<file path="src/rtl/mem_port_arbiter.sv">
// Round-robin arbiter sharing one memory port between the core and a debug loader,
// with a debug lock that blocks core grants and a per-access timeout.
module mem_port_arbiter #(
  parameter int ADDR_W  = 32,
  parameter int DATA_W  = 32,
  parameter int TIMEOUT = 15
) (
  input  logic              clk,
  input  logic              rst,
  input  logic              c_req,
  input  logic              c_we,
  input  logic [ADDR_W-1:0] c_addr,
  input  logic [DATA_W-1:0] c_wdata,
  output logic              c_ack,
  output logic              c_err,
  output logic [DATA_W-1:0] c_rdata,
  input  logic              d_req,
  input  logic              d_we,
  input  logic [ADDR_W-1:0] d_addr,
  input  logic [DATA_W-1:0] d_wdata,
  input  logic              d_lock,
  output logic              d_ack,
  output logic              d_err,
  output logic [DATA_W-1:0] d_rdata,
  output logic              m_req,
  output logic              m_we,
  output logic [ADDR_W-1:0] m_addr,
  output logic [DATA_W-1:0] m_wdata,
  input  logic [DATA_W-1:0] m_rdata,
  input  logic              m_ready,
  output logic              busy,
  output logic              owner
);

  localparam int CNT_W = (TIMEOUT > 2) ? $clog2(TIMEOUT) : 1;
  localparam logic [CNT_W-1:0] CNT_MAX = CNT_W'(TIMEOUT - 1);

  typedef enum logic [1:0] {
    IDLE = 2'd0,
    CORE = 2'd1,
    DBG  = 2'd2
  } state_t;

  state_t            r_state;
  state_t            w_state_nxt;
  logic              r_last_owner;
  logic [CNT_W-1:0]  r_cnt;
  logic              r_m_we;
  logic [ADDR_W-1:0] r_m_addr;
  logic [DATA_W-1:0] r_m_wdata;
  logic              r_c_ack;
  logic              r_c_err;
  logic [DATA_W-1:0] r_c_rdata;
  logic              r_d_ack;
  logic              r_d_err;
  logic [DATA_W-1:0] r_d_rdata;

  logic w_c_elig;
  logic w_d_elig;
  logic w_grant_c;
  logic w_grant_d;
  logic w_done;
  logic w_tmo;

  // A requester whose ack is high this cycle is still holding its old req, so skip it.
  assign w_c_elig = c_req & ~r_c_ack & ~d_lock;
  assign w_d_elig = d_req & ~r_d_ack;

  always_comb begin
    w_state_nxt = r_state;
    w_grant_c   = 1'b0;
    w_grant_d   = 1'b0;
    w_done      = 1'b0;
    w_tmo       = 1'b0;
    case (r_state)
      IDLE: begin
        if (w_c_elig && (!w_d_elig || r_last_owner)) begin
          w_grant_c   = 1'b1;
          w_state_nxt = CORE;
        end else if (w_d_elig) begin
          w_grant_d   = 1'b1;
          w_state_nxt = DBG;
        end
      end
      CORE, DBG: begin
        // m_ready takes precedence over a timeout landing in the same cycle.
        if (m_ready) begin
          w_done      = 1'b1;
          w_state_nxt = IDLE;
        end else if (r_cnt == CNT_MAX) begin
          w_tmo       = 1'b1;
          w_state_nxt = IDLE;
        end
      end
      default: w_state_nxt = IDLE;
    endcase
  end

  always_ff @(posedge clk or negedge rst) begin
    if (!rst) begin
      r_state <= IDLE;
    end else begin
      r_state <= w_state_nxt;
    end
  end

  always_ff @(posedge clk or negedge rst) begin
    if (!rst) begin
      r_last_owner <= 1'b1;
      r_cnt        <= '0;
      r_m_we       <= 1'b0;
      r_m_addr     <= '0;
      r_m_wdata    <= '0;
      r_c_ack      <= 1'b0;
      r_c_err      <= 1'b0;
      r_c_rdata    <= '0;
      r_d_ack      <= 1'b0;
      r_d_err      <= 1'b0;
      r_d_rdata    <= '0;
    end else begin
      r_c_ack <= 1'b0;
      r_c_err <= 1'b0;
      r_d_ack <= 1'b0;
      r_d_err <= 1'b0;
      if (w_grant_c || w_grant_d) begin
        r_last_owner <= w_grant_d;
        r_cnt        <= '0;
        r_m_we       <= w_grant_d ? d_we    : c_we;
        r_m_addr     <= w_grant_d ? d_addr  : c_addr;
        r_m_wdata    <= w_grant_d ? d_wdata : c_wdata;
      end
      if ((r_state != IDLE) && !m_ready && (r_cnt != CNT_MAX)) begin
        r_cnt <= r_cnt + 1'b1;
      end
      if (w_done || w_tmo) begin
        if (r_state == DBG) begin
          r_d_ack <= 1'b1;
          r_d_err <= w_tmo;
        end else begin
          r_c_ack <= 1'b1;
          r_c_err <= w_tmo;
        end
      end
      if (w_done) begin
        if (r_state == DBG) begin
          r_d_rdata <= m_rdata;
        end else begin
          r_c_rdata <= m_rdata;
        end
      end
    end
  end

  assign busy    = (r_state != IDLE);
  assign owner   = (r_state == DBG);
  assign m_req   = busy;
  assign m_we    = r_m_we;
  assign m_addr  = r_m_addr;
  assign m_wdata = r_m_wdata;
  assign c_ack   = r_c_ack;
  assign c_err   = r_c_err;
  assign c_rdata = r_c_rdata;
  assign d_ack   = r_d_ack;
  assign d_err   = r_d_err;
  assign d_rdata = r_d_rdata;

endmodule

</file>
<file path="config.mk">
export PLATFORM = sky130hd
export DESIGN_NAME = mem_port_arbiter
export DESIGN_NICKNAME = d
export VERILOG_FILES = /design/src/rtl/mem_port_arbiter.sv
export SDC_FILE = /design/constraint.sdc
export NUM_CORES = 1
export LEC_CHECK = 0
export CORE_UTILIZATION = 41
export CTS_BUF_LIST = sky130_fd_sc_hd__clkbuf_4 sky130_fd_sc_hd__clkbuf_8
export DETAILED_ROUTE_END_ITERATION = 16
export GPL_TIMING_DRIVEN = 0
export PLACE_DENSITY = 0.83
export SETUP_SLACK_MARGIN = 0.1
export SLEW_MARGIN = 10
export SYNTH_ARGS = -nofsm -noshare
export SYNTH_HDL_FRONTEND = slang
export SYNTH_SLANG_ARGS = --single-unit
</file>
<file path="constraint.sdc">
create_clock -name clk -period 2.3 [get_ports clk]
set_input_delay 0.46 -clock clk [delete_from_list [all_inputs] [get_ports clk]]
set_output_delay 0.46 -clock clk [all_outputs]
set_load 0.005 [all_outputs]
</file>
==> results.yml, run 1 <==
status:
  status: "finished, final reports clean"
critical_path:
  timing.rr.start: "r_state[0]"
  critPathKind: "reg2out"
  cp_slowest_cell: "clkdlybuf4s50_1"
  critical_path.max_stage_delay_ns: 0.49
  arrival_ns: 1.59
  crit_path_cell_trace: "inv_2, ha_4, inv_2, clkdlybuf4s50_1"
  timing.critical_path.buf_inv: 3
  cp-startpoint: "r_state[1]"
  crit_path_frequent_cell: "inv_2"
  crit_required_ns: 1.84
  crit_fanout: 5
  r2r_cells: 7
  crit_family: "buffers and inverters"
  worstReg2RegEnd: "m_wdata[21]"
  cp.depth: 4
  setup.worst_path.end_class: "primary output"
  rrSetupSlack_ns: 0.26
  start_kind: "flip-flop"
  cp-endpoint: "busy"
min_path:
  min-delay-path-class: "reg2reg"
clock_network:
  cts_tree: "yes"
  htreeDepth: 4
  cts_buffer_depth: 2
  cts_sinks: 140
  clk_pin_slew_worst_paths_ns: 0.07
  root_buffer: "clkbuf_8"
  insertion_delay_ns: 0.44
  cts_inserted_buffers: 17
detailed_routing:
  drtIter0Drc: 283
  avgViaCountPerCell: 5.40
  post_drt_wl_per_cell_um: 19.6
  detail-route-antenna-nets: 0
  wl_um: 18300
  drc: 0
  vias: 5038
  drtPass1Iterations: 4
yosys:
  syn_avg_cell_area_um2: 14.0
  ys_warn_count: 0
  synth_nets: 586
  synthesis.area_um2: 5810
  ys_ff_latch: 140
  yosysUniqueCellTypes: 32
  postSynthCellCount: 414
  yosysSeqAreaShare_pct: 60.3
floorplan:
  top_level_ports: 304
  core_um2: 13800
  die_height_um: 121
  start_util_pct: 42.0
  fp-row-count: 43
  die-area_um2: 14600
  die_w_um: 121
final_layout:
  fin_util_pct: 69.3
  layout-drive-gt1-share_pct: 17.7
  ff_latch_area_um2: 3500
  multi_input_area_um2: 2090
  fillers: 986
  fin_area_um2: 9580
  final_common_cell: "clkdlybuf4s50_1"
  mostFrequentLayoutCells: "clkdlybuf4s50_1 (300), dfrtp_1 (139), and3_1 (67)"
  area_growth_pct: 64.8
  antenna_cells: 0
  fin_nets: 912
place:
  hpwl_um: 13900
  placedInstanceArea_um2: 9100
  gp_congestion: 0.856
  numPortBuffers: 303
grt:
  grt_pass1_wl_um: 28000
  grt_max_degree: 83
  gr-total-overflow: 0
  grtUsageTotal_pct: 25.4
  grt_pass1_vias: 5254
  grt_antenna_before_repair: 0
timing:
  fmax_mhz: 488
  finalCritPeriodShare_pct: 89.0
  hold_violations: 0
  skew_ns: 0.00918
  relSlewSlack_pct: 63.5
  setup_viol: 0
  worst_pin_slew_ns: 0.548
  rsz0062_at_grt: "no"
  period_minus_slack_ns: 2.05
  drv_slew: 0
pwr:
  max-vdd-ir-drop_uv: 737
  power.density_nw_per_um2: 1310
  leakage_nw: 4.24
job:
  cap_violations: 0
[flip-flops by register name, summed over array words and instances (netlist names)]
name	cells
c_rdata	32
d_rdata	32
m_addr	32
m_wdata	32
r_cnt	4
r_state	2
c_ack	1
c_err	1
d_ack	1
d_err	1
m_we	1
r_last_owner	1
[cells by family (layout without fill, tap and decap cells)]
kind of cell	count (synthesis)	after routing	share of synthesized area, %
buffers and inverters	41	380	3.96
flip-flops	140	140	60.3
multiplexers	64	64	12.4
AO/OA/AOI/OAI	79	79	13.2
adder cells (fa/ha/maj)	4	4	0.862
AND/OR/NAND/NOR	86	86	9.22
[worst min-delay path by stage]
stage / end / cells after the start / start / slack, ns
global route: d_rdata[26] / 1 / d_rdata[26] / 0.52
CTS: d_rdata[21] / 1 / d_rdata[21] / 0.51
floorplan: c_ack / 0 / rst / 0.16
finish: d_rdata[26] / 1 / d_rdata[26] / 0.51
detailed placement: c_rdata[16] / 1 / rst / 0.46
global placement: d_rdata[21] / 1 / d_rdata[21] / 0.49
[metrics by stage]
stage / hold WS [ns] / instances / power (mW) / setup TNS, ns / setup slack, ns
finish: 0.505 / 933 / 12.5 / 0 / 0.253
global route: 0.519 / 933 / 13.2 / 0 / 0.0906
CTS: 0.508 / 931 / 12.6 / 0 / 0.0890
detailed placement: 0.461 / 898 / 10.4 / -0.00340 / -0.00340
global placement: 0.487 / 897 / 10.1 / -622.67 / -4.47
floorplan: 0.164 / 414 / 6.88 / 0 / 0.646
[layout make-up]
class,count,area share (%)
Timing Repair Buffer,307,32.3
Multi-Input combinational cell,233,21.8
Sequential cell,140,36.6
Tap cell,180,2.35
Clock buffer,28,3.76
Clock inverter,4,0.771
Inverter,5,0.196
Buffer,36,2.21
[layer usage]
layer | share of wire (%) | track usage, % | vias up
li1 | - | - | 2255
met1 | 40 | 30.8 | 2507
met2 | 50 | 42.1 | 226
met3 | 6.4 | 5.73 | 50
met4 | 3.8 | 13.1 | 0
met5 | 0 | 0 | -
[power by group]
part	switching, mW	internal [mW]
sequential	0.631	3.66
clock	0.883	1.22
combinational	2.20	3.90
[worst reg2reg max path, delay by kind of cell, from the launching register on]
family	cells	cell delay, ns
AND/OR/NAND/NOR	1	0.19
adder cells (fa/ha/maj)	1	0.17
AO/OA/AOI/OAI	2	0.57
buffers and inverters	3	0.66
flip-flops	1	0.38
[synth_stat cells]
master | count | area [um^2]
a21o_1 | 1 | 7.51
a221o_1 | 65 | 651
a22oi_1 | 2 | 15.0
a311o_1 | 1 | 10.0
a31oi_2 | 1 | 12.5
and3_1 | 67 | 419
buf_2 | 13 | 65.1
buf_4 | 4 | 30.0
buf_6 | 6 | 67.6
clkbuf_1 | 13 | 48.8
dfrtp_1 | 139 | 3480
dfstp_2 | 1 | 26.3
ha_1 | 4 | 50.1
inv_1 | 5 | 18.8
mux2_2 | 64 | 721
nand2_1 | 3 | 11.3
nand2b_1 | 2 | 12.5
nand3_1 | 3 | 15.0
nand3b_1 | 1 | 7.51
nand3b_2 | 1 | 11.3
nand4_1 | 3 | 18.8
nand4bb_1 | 1 | 11.3
nor2_1 | 2 | 7.51
nor2b_1 | 1 | 6.26
o2111ai_1 | 1 | 8.76
o211ai_1 | 1 | 7.51
o21ai_0 | 3 | 15.0
o21ba_4 | 1 | 16.3
o2bb2ai_1 | 2 | 17.5
o31ai_1 | 1 | 7.51
or3_1 | 1 | 6.26
or3b_2 | 1 | 8.76
[timing repair]
action	4_1_cts	5_1_grt
endpoints found under the hold margin	58	0
cloned	0	0
setup endpoints to repair	3	2
hold buffers	1	0
buffers inserted	0	2
pin swaps	1	1
gates resized for setup	6	2
No activity file was read; power rests on OpenSTA's default activity.
==> run 2, diff against run 1 <==
--- a/config.mk
+++ b/config.mk
@@ -5,6 +5,7 @@
 export SDC_FILE = /design/constraint.sdc
 export NUM_CORES = 1
 export LEC_CHECK = 0
+export CAP_MARGIN = 30
 export CORE_UTILIZATION = 41
 export CTS_BUF_LIST = sky130_fd_sc_hd__clkbuf_4 sky130_fd_sc_hd__clkbuf_8
 export DETAILED_ROUTE_END_ITERATION = 16
==> run 2 against run 1 <==
  * Global-route usage rose by 0.077 points
  * Utilization fell by 0.29 points
  * Clock skew rose by 0.0021 ns
  * Highest routed layer unchanged
  * Non-clock buffer count fell by 1
  * Sequential share of layout area rose by 0.15 points
  * Power fell by 0.85%
  * Cell count fell by 0.11%
==> results.yml, run 2 (synthesis gave the netlist of run 1 again) <==
status:
  status: "finished, final reports clean"
timing:
  worst_pin_slew_ns: 0.559
  setup_viol: 0
  period_minus_slack_ns: 2.16
  relSlewSlack_pct: 62.7
  fmax_mhz: 464
  hold_violations: 0
  drv_slew: 0
  rsz0062_at_grt: "yes"
  tns_ns: 0
  finalCritPeriodShare_pct: 93.7
  skew_ns: 0.0113
place:
  numPortBuffers: 303
  hpwl_um: 13900
  gp_congestion: 0.856
  dp.cells: 898
critical_path:
  rrSetupSlack_ns: 0.26
  crit_fanout: 6
  timing.rr.start: "r_state[1]"
  setup.worst_path.end_class: "primary output"
  worstReg2RegEnd: "m_wdata[21]"
  arrival_ns: 1.70
  start_kind: "flip-flop"
  crit_required_ns: 1.84
  critPathKind: "reg2out"
  r2r_cells: 6
floorplan:
  core_um2: 13800
  die_height_um: 121
  fp-row-count: 43
  top_level_ports: 304
  start_util_pct: 42.0
  die_w_um: 121
  die-area_um2: 14600
pwr:
  leakage_nw: 4.21
  power.density_nw_per_um2: 1300
  max-vdd-ir-drop_uv: 619
min_path:
  hold_start: "c_rdata[20]"
  min_to: "c_rdata[20]"
  min-delay-path-class: "reg2reg"
  min_path_cells: 1
detailed_routing:
  drc: 0
  vias: 5038
  wl_um: 18500
  drtPass1Iterations: 4
  detail-route-antenna-nets: 0
  post_drt_wl_per_cell_um: 19.8
  avgViaCountPerCell: 5.41
  drtIter0Drc: 286
final_layout:
  antenna_cells: 0
  fin_cells: 932
  fin_nets: 911
  multi_input_area_um2: 2090
  fillers: 966
  ff_latch_area_um2: 3500
  final_common_cell: "clkdlybuf4s50_1"
  area_growth_pct: 64.1
  layout-drive-gt1-share_pct: 17.6
  mostFrequentLayoutCells: "clkdlybuf4s50_1 (301), dfrtp_1 (139), and3_1 (67)"
job:
  cap_violations: 0
grt:
  grt_antenna_before_repair: 0
  grt_pass1_vias: 5238
  grt_max_degree: 83
  gr-total-overflow: 0
  grt_pass1_wl_um: 27900
  grtUsageTotal_pct: 25.4
clock_network:
  clk_pin_slew_worst_paths_ns: 0.07
  cts_sinks: 140
  cts_tree: "yes"
  root_buffer: "clkbuf_8"
  insertion_delay_ns: 0.44
  htreeDepth: 4
  cts_buffer_depth: 2
  cts_inserted_buffers: 17
run 2: metrics by stage:
| stage | util, % | power [mW] | area, um^2 | hold slack (ns) | worst slack [ns] |
|---|---|---|---|---|---|
| 3_3_place_gp | 65.6 | 10.1 | 9070 | 0.487 | -4.47 |
| 6_report | 69.0 | 12.4 | 9540 | 0.507 | 0.145 |
| 2_1_floorplan | - | 6.88 | 5810 | 0.164 | 0.646 |
| 3_5_place_dp | 65.8 | 10.4 | 9100 | 0.461 | -0.0166 |
| 5_1_grt | 69.0 | 13.1 | 9540 | 0.522 | 0.0486 |
| 4_1_cts | 68.9 | 12.5 | 9520 | 0.509 | 0.0870 |
run 2: cell type report:
cell class                      count  share of cell area, %
Timing Repair Buffer              306                   32.3
Buffer                             36                   2.22
Inverter                            5                  0.197
Sequential cell                   140                   36.8
Clock inverter                     10                   1.19
Tap cell                          180                   2.36
Clock buffer                       22                   3.04
Multi-Input combinational cell    233                   21.9
run 2: report_power, final:
part           switching [mW]  leakage (nW)  total (mW)  internal [mW]
clock                   0.913         0.210        1.99           1.07
combinational            2.23          2.28        6.12           3.89
sequential              0.629          1.71        4.29           3.66
run 2: timing repair:
| item | 4_1_cts | 5_1_grt |
|---|---|---|
| hold buffers | 1 | 0 |
| setup endpoints to repair | 3 | 2 |
| pin swaps | 1 | 1 |
| hold endpoints to repair | 58 | 0 |
| setup buffers | 0 | 1 |
| gates resized for setup | 5 | 2 |
run 2: how the worst max path moves through the flow:
stage | from | endpoint
3_5_place_dp | d_req | m_addr[21]
3_3_place_gp | rst | m_addr[2]
2_1_floorplan | r_state[0] | m_addr[0]
5_1_grt | r_state[0] | owner
6_report | r_state[0] | owner
4_1_cts | r_state[0] | owner
run 2: critical path, cell delays in order (launching register included):
cell	delay (ns)
dfrtp_1	0.38
inv_2	0.09
ha_2	0.23
clkdlybuf4s50_1	0.55
run 2: per-layer routing:
layer	vias up	global-route usage, %	wire (um)	share of wire [%]
met5	-	0	0	0
met4	0	12.0	676	3.7
met3	46	6.11	1210	6.6
met2	237	42.8	9290	50
met1	2508	30.7	7280	39
li1	2247	-	-	-
